--- src/rtl/piso_bit_serializer.sv ---
// Parallel-in, serial-out stage: accepts WIDTH-bit words over valid/ready and
// shifts them out one bit per clock, MSB- or LSB-first, with an optional idle gap.
module piso_bit_serializer #(
    parameter int   WIDTH    = 8,
    parameter int   GAP      = 0,
    parameter logic IDLE_BIT = 1'b0
) (
    input  logic             clk,
    input  logic             rst,
    input  logic [WIDTH-1:0] data_in,
    input  logic             data_valid,
    output logic             data_ready,
    input  logic             msb_first,
    output logic             ser_out,
    output logic             ser_active,
    output logic             frame_done
);

    localparam int                CNT_W    = (WIDTH > 2) ? $clog2(WIDTH) : 1;
    localparam logic [CNT_W-1:0]  LAST_BIT = CNT_W'(WIDTH - 1);
    localparam logic [CNT_W-1:0]  PRE_LAST = CNT_W'(WIDTH - 2);
    localparam logic [3:0]        GAP_LAST = 4'((GAP > 0) ? GAP - 1 : 0);
    localparam bit                HAS_GAP  = (GAP > 0);

    typedef enum logic [1:0] {
        S_IDLE,
        S_SHIFT,
        S_GAP
    } state_t;

    state_t           state, state_d;
    logic [CNT_W-1:0] bit_cnt, bit_cnt_d;
    logic [3:0]       gap_cnt, gap_cnt_d;
    logic [WIDTH-1:0] sreg, sreg_d;
    logic             ser_out_d, ser_active_d, frame_done_d;
    logic             last_bit, gap_last, accept;
    logic [WIDTH-1:0] load_word;

    // The shift register always holds remaining bits MSB-aligned; LSB-first
    // words are bit-reversed once at accept so the shift direction is fixed.
    function automatic logic [WIDTH-1:0] to_msb_order(input logic [WIDTH-1:0] w,
                                                      input logic msb);
        logic [WIDTH-1:0] r;
        r = w;
        if (!msb) begin
            for (int i = 0; i < WIDTH; i++) r[i] = w[WIDTH-1-i];
        end
        return r;
    endfunction

    assign last_bit   = (bit_cnt == LAST_BIT);
    assign gap_last   = HAS_GAP && (gap_cnt == GAP_LAST);
    assign data_ready = (state == S_IDLE)
                     || ((state == S_SHIFT) && last_bit && !HAS_GAP)
                     || ((state == S_GAP) && gap_last);
    assign accept     = data_valid && data_ready;
    assign load_word  = to_msb_order(data_in, msb_first);

    always_comb begin
        // NOTE: every output of this block gets a default first so no path
        // leaves a variable unassigned, which would infer a latch.
        state_d      = state;
        bit_cnt_d    = bit_cnt;
        gap_cnt_d    = gap_cnt;
        sreg_d       = sreg;
        ser_out_d    = IDLE_BIT;
        ser_active_d = 1'b0;
        frame_done_d = 1'b0;

        unique case (state)
            S_IDLE: ;
            S_SHIFT: begin
                if (!last_bit) begin
                    ser_out_d    = sreg[WIDTH-1];
                    sreg_d       = sreg << 1;
                    bit_cnt_d    = bit_cnt + 1'b1;
                    ser_active_d = 1'b1;
                    frame_done_d = (bit_cnt == PRE_LAST);
                end else if (HAS_GAP) begin
                    state_d   = S_GAP;
                    gap_cnt_d = '0;
                end else begin
                    state_d = S_IDLE;
                end
            end
            S_GAP: begin
                if (gap_last) state_d = S_IDLE;
                else          gap_cnt_d = gap_cnt + 1'b1;
            end
            default: state_d = S_IDLE;
        endcase

        // An accept overrides whatever the current state planned next.
        if (accept) begin
            state_d      = S_SHIFT;
            bit_cnt_d    = '0;
            gap_cnt_d    = '0;
            ser_out_d    = load_word[WIDTH-1];
            sreg_d       = load_word << 1;
            ser_active_d = 1'b1;
            frame_done_d = 1'b0;
        end
    end

    // NOTE: sequential state is updated with non-blocking assignments so all
    // registers sample pre-edge values regardless of statement order.
    always_ff @(posedge clk or posedge rst) begin
        if (rst) begin
            state      <= S_IDLE;
            bit_cnt    <= '0;
            gap_cnt    <= '0;
            // NOTE: the word register is reset too, so a word cut off by reset
            // can never reappear on ser_out afterwards.
            sreg       <= '0;
            ser_out    <= IDLE_BIT;
            ser_active <= 1'b0;
            frame_done <= 1'b0;
        end else begin
            state      <= state_d;
            bit_cnt    <= bit_cnt_d;
            gap_cnt    <= gap_cnt_d;
            sreg       <= sreg_d;
            ser_out    <= ser_out_d;
            ser_active <= ser_active_d;
            frame_done <= frame_done_d;
        end
    end

endmodule

--- config.mk ---
export PLATFORM = sky130hd
export DESIGN_NAME = piso_bit_serializer
export DESIGN_NICKNAME = d
export VERILOG_FILES = /design/src/rtl/piso_bit_serializer.sv
export SDC_FILE = /design/constraint.sdc
export NUM_CORES = 1
export LEC_CHECK = 0
export CAP_MARGIN = 20
export CORE_MARGIN = 2
export CORE_UTILIZATION = 35
export CTS_BUF_LIST = sky130_fd_sc_hd__clkbuf_8
export CTS_CLUSTER_DIAMETER = 100
export DETAILED_ROUTE_END_ITERATION = 10
export PLACE_DENSITY = 0.59
export SYNTH_ARGS = -nofsm -noshare
export SYNTH_HDL_FRONTEND = slang
export SYNTH_SLANG_ARGS = --single-unit
--- constraint.sdc ---
create_clock -name clk -period 1.47 [get_ports clk]
set_input_delay 0.147 -clock clk [delete_from_list [all_inputs] [get_ports clk]]
set_output_delay 0.147 -clock clk [all_outputs]
set_load 0.02 [all_outputs]
==> impl_metrics.csv <==
group,metric,value,unit
global_routing,overflow,0,
timing,rsz0062_at_grt,"true",
finish,layout-drive-gt1-share,20.2,%
logic_synthesis,synth_cell_types,17,
timing,setup_tns,0,ns
drt,drt_iter0_drc,6,
floorplanning,core-area,0.00196,mm2
clocking,cts_tree,"done",
power_and_ir_drop,p_per_area,1670,mW/mm2
logic_synthesis,ys_seq_area_share,48.1,%
critical_path,reg2reg_from,"bit_cnt[1]",
clocking,cts.sink_count,14,
logic_synthesis,ys_ff_latch,14,
logic_synthesis,synth_cells,66,
timing,worstMarginPinSlew,0.546,ns
drt,ant_nets,0,
critical_path,required,1.32,ns
logic_synthesis,yosys.area.top_type_share,48.1,%
clocking,h-tree-depth,1,
drt,vias,550,
logic_synthesis,async_reset_ff_share,100,%
floorplanning,fp.dieH,49.6,um
logic_synthesis,ys.warnings.count,0,
finish,layout_common_cells,"dfrtp_1, clkdlybuf4s50_1, mux2i_1, buf_4",
floorplanning,ioPinCount,16,
critical_path,cp_max_fo,2,
timing,fin_ws,0.0640,ns
job,max_cap_viol_count,0,
timing,fin_crit,1.41,ns
place,gp_congestion,0.693,
drt,viasPerCell,4.74,
timing,fin_skew,0.000624,ns
logic_synthesis,syn_area,728,um2
logic_synthesis,synth_area_leader_cell,"dfrtp_1",
place,placed_cells,110,
global_routing,grtUsageTotal,11.9,%
clocking,numCtsBuffers,3,
clocking,cts.path.max_buffers,2,
timing,fin_crit_sh,95.6,%
drt,drc,0,
logic_synthesis,ys.flop_type,"dfrtp_1",
logic_synthesis,syn-num-nets,81,
critical_path,rr_endpoint,"sreg[5]",
finish,layout.cells.non_filler,116,
critical_path,rrSetupSlack,0.09,ns
floorplanning,fp.dieW,49.6,um
logic_synthesis,syn_avg_cell_area,11.0,um2
global_routing,antenna_found_initial,0,
timing,relSlewSlack,63.5,%
logic_synthesis,synth_edf_count,0,
place,place_area,946,um2
drt,wirelength,1.32,mm
power_and_ir_drop,power.total,1.71,mW
global_routing,grt_pass1_wl,2.24,mm
timing,clock.fmax,711,MHz
clocking,clk_latency,0.24,ns
finish,final_area,0.00103,mm2
critical_path,end_kind,"output port",
critical_path,crit_type,"flop to output port",
hold_path,hold_class,"input pin to async pin",
place,post-dp-hpwl,925,um
floorplanning,initial_core_util,37.1,%
timing,slew_viol_final,0,
clocking,hold_buffers,0,
drt,wl_per_cell,11.3,um
power_and_ir_drop,p_leak,0.522,nW
clocking,clk_pin_slew,0.05,ns
critical_path,critPathLaunchType,"flop",
global_routing,grt_max_degree,20,
clocking,cts-root-buf,"clkbuf_8",
floorplanning,dieArea,0.00246,mm2
power_and_ir_drop,ir_worst_vdd,0.000755,V
timing,hold_viol_final,0,
finish,layout.nets,106,
place,preCtsSetupSlack,-0.152,ns
outcome,status,"complete, no violations",
logic_synthesis,synthTopCellsByArea,"dfrtp_1, mux2i_1, a211oi_1, a21o_1, ha_1",
timing,worst_hold_slack,0.257,ns
finish,diodes,0,
critical_path,reg2reg_depth,6,
finish,final_util,52.3,%
finish,area_growth,40.9,%
global_routing,grt_pass1_vias,512,
place,portBuffers,15,
drt,drtPass1Iterations,4,
timing,report.final.setup_viol,0,
critical_path,arrival,1.26,ns
floorplanning,rows,16,
## worst max path at each step
stage / start / endpoint / slack (ns) / depth (start not counted)
after floorplan: bit_cnt[0] / sreg[2] / 0.05 / 7
after global placement: bit_cnt[0] / data_ready / -0.14 / 5
after detailed placement: bit_cnt[0] / data_ready / -0.15 / 5
after CTS: bit_cnt[0] / data_ready / 0.01 / 5
after global routing: bit_cnt[1] / sreg[4] / -0.005 / 6
final: bit_cnt[1] / data_ready / 0.06 / 5
## power by group
group	internal, mW	leakage (nW)	total, mW	switching (mW)
registers	0.538	0.174	0.613	0.0746
clock network	0.181	0.0216	0.307	0.126
logic	0.434	0.327	0.793	0.359
## kinds of logic after synthesis
logic type      count (synthesis)  synth area share (%)
compound gates                 16                  15.1
fa+ha+maj                       3                  5.16
mux                             9                  12.4
buf+inv                         8                  7.56
simple gates                   16                  11.7
flops                          14                  48.1
## per-layer routing
| layer | share of wire (%) | global-route usage, % | wire, um | vias to the layer above |
|---|---|---|---|---|
| met1 | 45 | 14.0 | 591 | 260 |
| met2 | 49 | 20.2 | 646 | 13 |
| li1 | - | - | - | 275 |
| met3 | 5.2 | 4.55 | 69 | 2 |
| met5 | 0 | 0 | 0 | - |
| met4 | 0.61 | 2.78 | 8 | 0 |
## cell type report
| type | count | area, um2 |
|---|---|---|
| Fill cell | 195 | 936 |
| Multi-Input combinational cell | 44 | 338 |
| Timing Repair Buffer | 25 | 251 |
| Sequential cell | 14 | 350 |
| Clock buffer | 3 | 41.3 |
| Tap cell | 27 | 33.8 |
| Inverter | 3 | 11.3 |
## sequential cells by signal, summed over array words and instances (netlist names)
name and count:
ser_active 1, frame_done 1, state 1, sreg 7, ser_out 1, bit_cnt 3
## cells in the mapped netlist (all sizes together), types with 2 or more instances
cell / instances
ha: 3
a211oi: 6
mux2i: 9
inv: 3
nand2: 4
nand2b: 2
nand3b: 2
buf: 5
nor2: 6
dfrtp: 14
a21o: 6
o21ai: 3
## worst max-delay path: stages (launching register included)
cell and delay, ns:
dfrtp_1 0.38, ha_2 0.20, ha_4 0.16, nor2b_4 0.11
inv_2 0.05, buf_6 0.12
## repair_timing
action	CTS	global route
pin swaps	0	1
gates resized for setup	7	2
cloned	0	0
endpoints found under the hold margin	0	0
endpoints found under the setup margin	1	4
setup buffers	1	2
Note: power is estimated with default switching activity, not from simulation.
